File: src/rtl/mult_arbiter.sv
// Round-robin arbiter sharing one external shift-add multiplier among NREQ requesters.
// One operation in flight: grant in IDLE, load pulse, fixed LAT-cycle wait, capture product.
module mult_arbiter #(
   parameter int M    = 8,
   parameter int N    = 16,
   parameter int NREQ = 4,
   parameter int LAT  = 10
) (
   input  logic                       clk,
   input  logic                       rst_n,
   input  logic [NREQ-1:0]            req,
   input  logic [NREQ*M-1:0]          req_a,
   input  logic [NREQ*M-1:0]          req_b,
   output logic [NREQ-1:0]            gnt,
   output logic                       rsp_valid,
   output logic [$clog2(NREQ)-1:0]    rsp_id,
   output logic [N-1:0]               rsp_p,
   output logic                       mul_ea,
   output logic                       mul_eb,
   output logic [M-1:0]               mul_a,
   output logic [M-1:0]               mul_b,
   input  logic [N-1:0]               mul_p
);

   localparam int IW = $clog2(NREQ);
   localparam int CW = $clog2(LAT + 1);

   typedef enum logic [1:0] {
      S_IDLE = 2'd0,
      S_LOAD = 2'd1,
      S_WAIT = 2'd2,
      S_CAP  = 2'd3
   } state_t;

   state_t          state_q, state_d;
   logic [IW-1:0]   rr_q, rr_d;
   logic [CW-1:0]   cnt_q, cnt_d;
   logic [M-1:0]    op_a_q, op_a_d;
   logic [M-1:0]    op_b_q, op_b_d;
   logic [IW-1:0]   op_id_q, op_id_d;
   logic            rsp_valid_q, rsp_valid_d;
   logic [IW-1:0]   rsp_id_q, rsp_id_d;
   logic [N-1:0]    rsp_p_q, rsp_p_d;

   logic [M-1:0]    a_arr [NREQ];
   logic [M-1:0]    b_arr [NREQ];
   logic            sel_found;
   logic [IW-1:0]   sel_idx;
   logic [IW-1:0]   cand;
   logic [NREQ-1:0] gnt_c;

   genvar gi;
   generate
      for (gi = 0; gi < NREQ; gi++) begin : g_unpack
         assign a_arr[gi] = req_a[gi*M +: M];
         assign b_arr[gi] = req_b[gi*M +: M];
      end
   endgenerate

   // Search starts at rr_q; the IW-bit sum wraps NREQ-1 back to 0.
   always_comb begin
      sel_found = 1'b0;
      sel_idx   = '0;
      cand      = '0;
      for (int k = 0; k < NREQ; k++) begin
         cand = rr_q + IW'(k);
         if (!sel_found && req[cand]) begin
            sel_found = 1'b1;
            sel_idx   = cand;
         end
      end
   end

   always_comb begin
      state_d     = state_q;
      rr_d        = rr_q;
      cnt_d       = cnt_q;
      op_a_d      = op_a_q;
      op_b_d      = op_b_q;
      op_id_d     = op_id_q;
      rsp_valid_d = 1'b0;
      rsp_id_d    = rsp_id_q;
      rsp_p_d     = rsp_p_q;
      gnt_c       = '0;
      case (state_q)
         S_IDLE: begin
            if (sel_found) begin
               gnt_c[sel_idx] = 1'b1;
               op_a_d         = a_arr[sel_idx];
               op_b_d         = b_arr[sel_idx];
               op_id_d        = sel_idx;
               rr_d           = sel_idx + IW'(1);
               state_d        = S_LOAD;
            end
         end
         S_LOAD: begin
            cnt_d   = CW'(LAT - 1);
            state_d = S_WAIT;
         end
         S_WAIT: begin
            if (cnt_q == '0) begin
               state_d = S_CAP;
            end else begin
               cnt_d = cnt_q - CW'(1);
            end
         end
         S_CAP: begin
            rsp_valid_d = 1'b1;
            rsp_p_d     = mul_p;
            rsp_id_d    = op_id_q;
            state_d     = S_IDLE;
         end
         default: state_d = S_IDLE;
      endcase
   end

   always_ff @(posedge clk or negedge rst_n) begin
      if (!rst_n) begin
         state_q     <= S_IDLE;
         rr_q        <= '0;
         cnt_q       <= '0;
         op_a_q      <= '0;
         op_b_q      <= '0;
         op_id_q     <= '0;
         rsp_valid_q <= 1'b0;
         rsp_id_q    <= '0;
         rsp_p_q     <= '0;
      end else begin
         state_q     <= state_d;
         rr_q        <= rr_d;
         cnt_q       <= cnt_d;
         op_a_q      <= op_a_d;
         op_b_q      <= op_b_d;
         op_id_q     <= op_id_d;
         rsp_valid_q <= rsp_valid_d;
         rsp_id_q    <= rsp_id_d;
         rsp_p_q     <= rsp_p_d;
      end
   end

   // State is already IDLE while reset is held, so the grant must also be gated by rst_n.
   assign gnt       = rst_n ? gnt_c : '0;
   assign rsp_valid = rsp_valid_q;
   assign rsp_id    = rsp_id_q;
   assign rsp_p     = rsp_p_q;
   assign mul_ea    = (state_q == S_LOAD);
   assign mul_eb    = (state_q == S_LOAD);
   assign mul_a     = op_a_q;
   assign mul_b     = op_b_q;

endmodule

File: config.mk
export PLATFORM = sky130hd
export DESIGN_NAME = mult_arbiter
export DESIGN_NICKNAME = d
export VERILOG_FILES = /design/src/rtl/mult_arbiter.sv
export SDC_FILE = /design/constraint.sdc
export NUM_CORES = 1
export LEC_CHECK = 0
export BUFFER_PORTS_ARGS = -buffer_cell sky130_fd_sc_hd__buf_2
export CAP_MARGIN = 20
export CORE_MARGIN = 3
export CORE_UTILIZATION = 40
export CTS_CLUSTER_SIZE = 20
export DETAILED_ROUTE_END_ITERATION = 6
export GPL_ROUTABILITY_DRIVEN = 1
export GPL_TIMING_DRIVEN = 0
export PLACE_DENSITY_LB_ADDON = 0.12
export SLEW_MARGIN = 40
export SYNTH_ARGS = -nofsm -noshare
export SYNTH_HDL_FRONTEND = slang
export SYNTH_SLANG_ARGS = --single-unit
File: constraint.sdc
create_clock -name clk -period 3.85 [get_ports clk]
set_input_delay 0.77 -clock clk [delete_from_list [all_inputs] [get_ports clk]]
set_output_delay 0.77 -clock clk [all_outputs]
set_load 0.03 [all_outputs]
=== After elaboration in Yosys (flattened, before gate mapping) ===
Index checks and enable logic that the tools add are counted.

* $add $sub $neg: 5
* $lt $le $gt $ge: 7
* Equal/unequal tests: 6
* Muxes and demuxes: 33
* Bitwise operators: 1
* Reductions and logical operators: 13

{| class="wikitable"
|+ Operators by type and width
! operator !! number
|-
| $bmux 8 s2 || 2
|-
| $mux 8 || 4
|-
| $mux 4 || 4
|-
| $lt 2x3->1 const B || 5
|-
| $mux 2 || 6
|-
| $mux 1 || 10
|-
| $bmux 1 s2 || 4
|-
| $pmux 2 s4 || 1
|-
| $pmux 4 s2 || 1
|-
| $ne 2x2->1 const B || 3
|-
| $reduce_and 2->1 || 3
|-
| $add 2x1->2 const B || 2
|-
| $add 2x2->2 const B || 2
|-
| $eq 2x2->1 const B || 2
|-
| $logic_and 1x1->1 || 4
|-
| $logic_not 4->1 || 1
|-
| $sub 4x1->4 const B || 1
|-
| $ge 3x3->1 const B || 1
|-
| $logic_not 1->1 || 3
|-
| $not 2->3 || 1
|-
| $demux 1 s2 || 1
|-
| $eq 2x1->1 const B || 1
|-
| $ge 2x1->1 const B || 1
|-
| $logic_not 2->1 || 1
|-
| $reduce_bool 2->1 || 1
|}

* Register bits: 45
* Input bits: 86
* Word-level logic and storage cells: 74

=== Logic depth before layout (Yosys ltp) ===
* Word-level depth: 19
* Depth in mapped cells: 8
* Gate-level depth less buffers: 6

=== Worst setup path after synthesis ===
OpenSTA, ideal clock, no wires.

* Path type: input to output
* Start point: input req[2]
* End point: output gnt[3]
* Arrival: 2667 ps
* Data required time: 3080 ps
* Setup slack: 413 ps
* Cell stages on the path: 7
* Buffers on the path: 3
* Cell sequence: nor2b_1 > or4b_1 > buf_2 > and2_4 > buf_12 > buf_12 > nor3_1

* Cells in the longest elaborated chain, start to end: 19
* Elaborated cells between the ends (all ways): 30
* Those cells by class: order compare: 2; mux: 21; reduce/logical: 7

{| class="wikitable"
|+ Ends and longest elaborated chain
! item !! RTL line !! RTL
|-
| from (decl) || 11 || <nowiki>input logic [NREQ-1:0] req,</nowiki>
|-
| $bmux 1 s2 || 67 || <nowiki>if (!sel_found && req[cand]) begin</nowiki>
|-
| $mux 1 (implied by the code) || 67 ||
|-
| $mux 1 || 67 ||
|-
| $logic_not 1->1 || 67 ||
|-
| $logic_and 1x1->1 || 67 ||
|-
| $mux 1 || 67 ||
|-
| $logic_not 1->1 || 67 ||
|-
| $logic_and 1x1->1 || 67 ||
|-
| (+3 left out) || - ||
|-
| $mux 2 || 67 ||
|-
| $lt 2x3->1 (implied by the code) / $ge 2x1->1 (equally long branches) || 88 || <nowiki>gnt_c[sel_idx] = 1'b1;</nowiki>
|-
| $logic_and 1x1->1 (implied by the code) || 88 ||
|-
| $mux 1 (implied by the code) || 88 ||
|-
| $demux 1 s2 || 88 ||
|-
| $mux 4 (*) || 87 || <nowiki>if (sel_found) begin</nowiki>
|-
| $mux 4 (*) || 85 || <nowiki>case (state_q)</nowiki>
|-
| $mux 4 (*) || 142 || <nowiki>assign gnt = rst_n ? gnt_c : '0;</nowiki>
|-
| to (decl) || 14 || <nowiki>output logic [NREQ-1:0] gnt,</nowiki>
|}

Mark *: on every way between the ends. The rest lies on a longest branch, timed or not. The select of a mux whose other input is x is not followed.

=== Worst setup path after layout ===
Same ends and word-level chain as after synthesis.

==> metrics.md <==
| Metric | Value |
|---|---|
| Vias in the first global route | 2223 |
| Endpoint class of the critical path | output pin |
| Vias after detailed routing | 2219 |
| Hold/Removal Path Class | in2async |
| CTS tree | built |
| Vias per Instance | 5.137 |
| Yosys warns | 0 |
| Worst Path Max Fanout | 10 |
| Peak VDD IR | 0.3822 mV |
| Dpl cell area | 3138 µm² |
| Number of synthesized flops with an enable pin | 0 |
| Unrepaired setup endpoints after global routing | false |
| Layout fillers | 536 |
| Nets@finish | 452 |
| Drt first pass iters | 4 |
| Synth unique cells | 34 |
| Power density over the cells | 898.5 nW/µm² |
| Mapped Nets | 319 |
| Residual DRC count | 0 |
| Final ANT Viol Nets | 0 |
| Top cells by count, synth | dfrtp_1 (45), a211oi_1 (18), mux2_2 (18) |
| WP data arrival | 2.54 ns |
| LEAKAGE | 1.623 nW |
| Initial cell density of the core | 42.55% |
| Initial DRC Count | 107 |
| Total CTS buffers | 5 |
| Final-report hold violation count | 0 |
| H-tree depth | 2 |
| Tcrit/Tclk final | 85.89% |
| Syn_area_per_cell | 10.69 µm² |
| Critical path class | in2out |
| Final worst slack | 0.5431 ns |
| Clock skew | 0.009276 ns |
| Setup TNS | 0 ns |
| Status | finished, final reports clean |
| Die area | 7006 µm² |
| Main synth FF type | dfrtp_1 |
| Ys async rst share | 100.0% |
| Count of standard-cell rows | 27 |
| Diode count | 0 |
| Setup Buffers After CTS | 0 |
| Critical Path RT | 3.08 ns |
| Post-CTS sizing | 0 |
| Post-placement setup slack | 0.5469 ns |
| Final core occ | 56.94% |
| Avg WL per Cell | 15.00 µm |
| Tmin final | 3.307 ns |
| Slew Limit Fails | 0 |
| Initial antenna violation count | 0 |
| Grt ovf | 0 |
| Max Clock Freq | 302.4 MHz |
| Top cell type by total area after synthesis | dfrtp_1 |
| Register area share after synthesis | 46.63% |
| Final GP Congestion | 0.7981 |
| Share of the synthesized area in the top cell type | 46.63% |
| Area of the multi-input gates | 1161 µm² |
| Crit start category | primary input |
| Finished Cell Area | 3232 µm² |
| Largest net degree at the start of global routing | 47 |
| Clk slew on worst S/H paths | 0.09 ns |
| First-pass GRT wire length | 10610 µm |
| HPWL Detailed | 4756 µm |
| R2R cell count | 7 |
| RR Startpoint | state_q[0] |
| Die Y | 83.70 µm |
| Slew margin rel. | 60.65% |
| Hold Buf Count CTS | 0 |
| #FFs+latches synth | 45 |
| GRT Util Overall | 18.49% |
| Min Hold Slack | 0.4506 ns |
| CTS sink cnt | 45 |
| Reg2reg setup slack | 1.75 ns |
| Die span in x | 83.70 µm |
| FF/Latch Area | 1126 µm² |
| Clk_lat worst skew | 0.30 ns |
| Reg2reg end | mul_a[1] |
| Post-synthesis cell count | 226 |
| # setup viols final | 0 |
| PortBufs | 126 |
| Layout cells sized above 1 | 46.67% |
| Synth-to-layout area growth | 33.83% |
| Cell Area, Synth | 2415 µm² |
| Worst-Margin Slew | 0.5902 ns |
| Max Cap Viol | 0 |
| Clock Tree Root | clkbuf_8 |
| Core area | 5675 µm² |
| Top-count cell post-synth | dfrtp_1 |
| Routed WL | 6479 µm |
| Top cells by area, synth | dfrtp_1 (47%), mux2_2 (8.4%), mux2i_1 (7.0%) |
| CTS Buffer Depth | 2 |
| Num ports | 127 |
## critical path, stage by stage
cell and delay, ns:
buf_2 0.11, nor2b_1 0.13, or4b_1 0.50, buf_2 0.18
and2_4 0.18, buf_12 0.15, buf_12 0.15, nor3_1 0.15
buf_2 0.22
## report_power, final
part / total (mW) / switching [mW] / leakage (nW) / internal (mW)
Clock: 0.308 / 0.176 / 0.0452 / 0.132
Sequential: 0.843 / 0.123 / 0.530 / 0.721
Combinational: 1.75 / 1.08 / 1.05 / 0.671
Total: 2.90 / 1.38 / 1.62 / 1.52
## layer usage
metal  vias to the layer above  part of all wire, %  track usage [%]
met5                         -                    0                0
met4                         0                 0.66            3.801
met3                         5                  5.9            4.442
met2                        72                   49            31.38
met1                      1046                   44            24.03
li1                       1096                    -                -
## cell families after synthesis
logic type                 count (synthesis)  share of synthesized area, %
and+or+nand+nor                           55                         13.06
xor gates and xnor gates                   2                        0.7255
AOI/OAI and AO/OA                         59                         15.23
muxes                                     35                         15.44
buffers and inverters                     23                         5.285
DFF                                       45                         46.63
adders and majority gates                  7                         3.627
## how the worst max path moves through the flow
stage	depth (start not counted)	start	slack, ns	to
floorplan	7	req[2]	0.41	gnt[3]
global placement	9	req[2]	0.53	gnt[3]
detailed placement	9	req[2]	0.55	gnt[3]
CTS	9	req[2]	0.54	gnt[3]
global route	7	state_q[0]	0.41	gnt[2]
finish	9	req[2]	0.54	gnt[3]
## area by class of cell
cell class	instances	area share, %
buffer	19	3.484
clock buffer	5	2.129
clock inverter	3	0.7743
inverter	4	0.4646
multi-input combinational	158	35.93
sequential	45	34.84
tap	72	2.787
timing repair buffer	126	19.59
## layout by cell type, fill, tap and decap left out, types with 2 or more instances in the layout
master and n:
buf_2 129, dfrtp_1 45, a211oi_1 18, mux2_2 18, mux2i_1 17, o22ai_1 16, o21ai_0 15, clkbuf_1 11
and3_1 11, nand2_1 10, nor2_1 7, ha_1 7, nor2b_1 6, and3_2 5, clkbuf_8 5, inv_1 4
nor3_1 4, a21oi_1 4, o21ai_1 4, buf_12 2, nand2b_1 2, nand3_1 2, xor2_1 2, buf_4 2
inv_6 2
## stage by stage
step	power [mW]	std cells
global placement	2.584	424
global route	3.137	432
CTS	2.939	432
floorplan	2.131	226
detailed placement	2.619	424
finish	2.904	432
## registers in the layout, indices dropped and copies added (netlist names)
register,flops
cnt_q,4
mul_a,8
mul_b,8
op_id_q,2
rr_q,2
rsp_id,2
rsp_p,16
rsp_valid,1
state_q,2
Power figures use the tool's default switching activity.
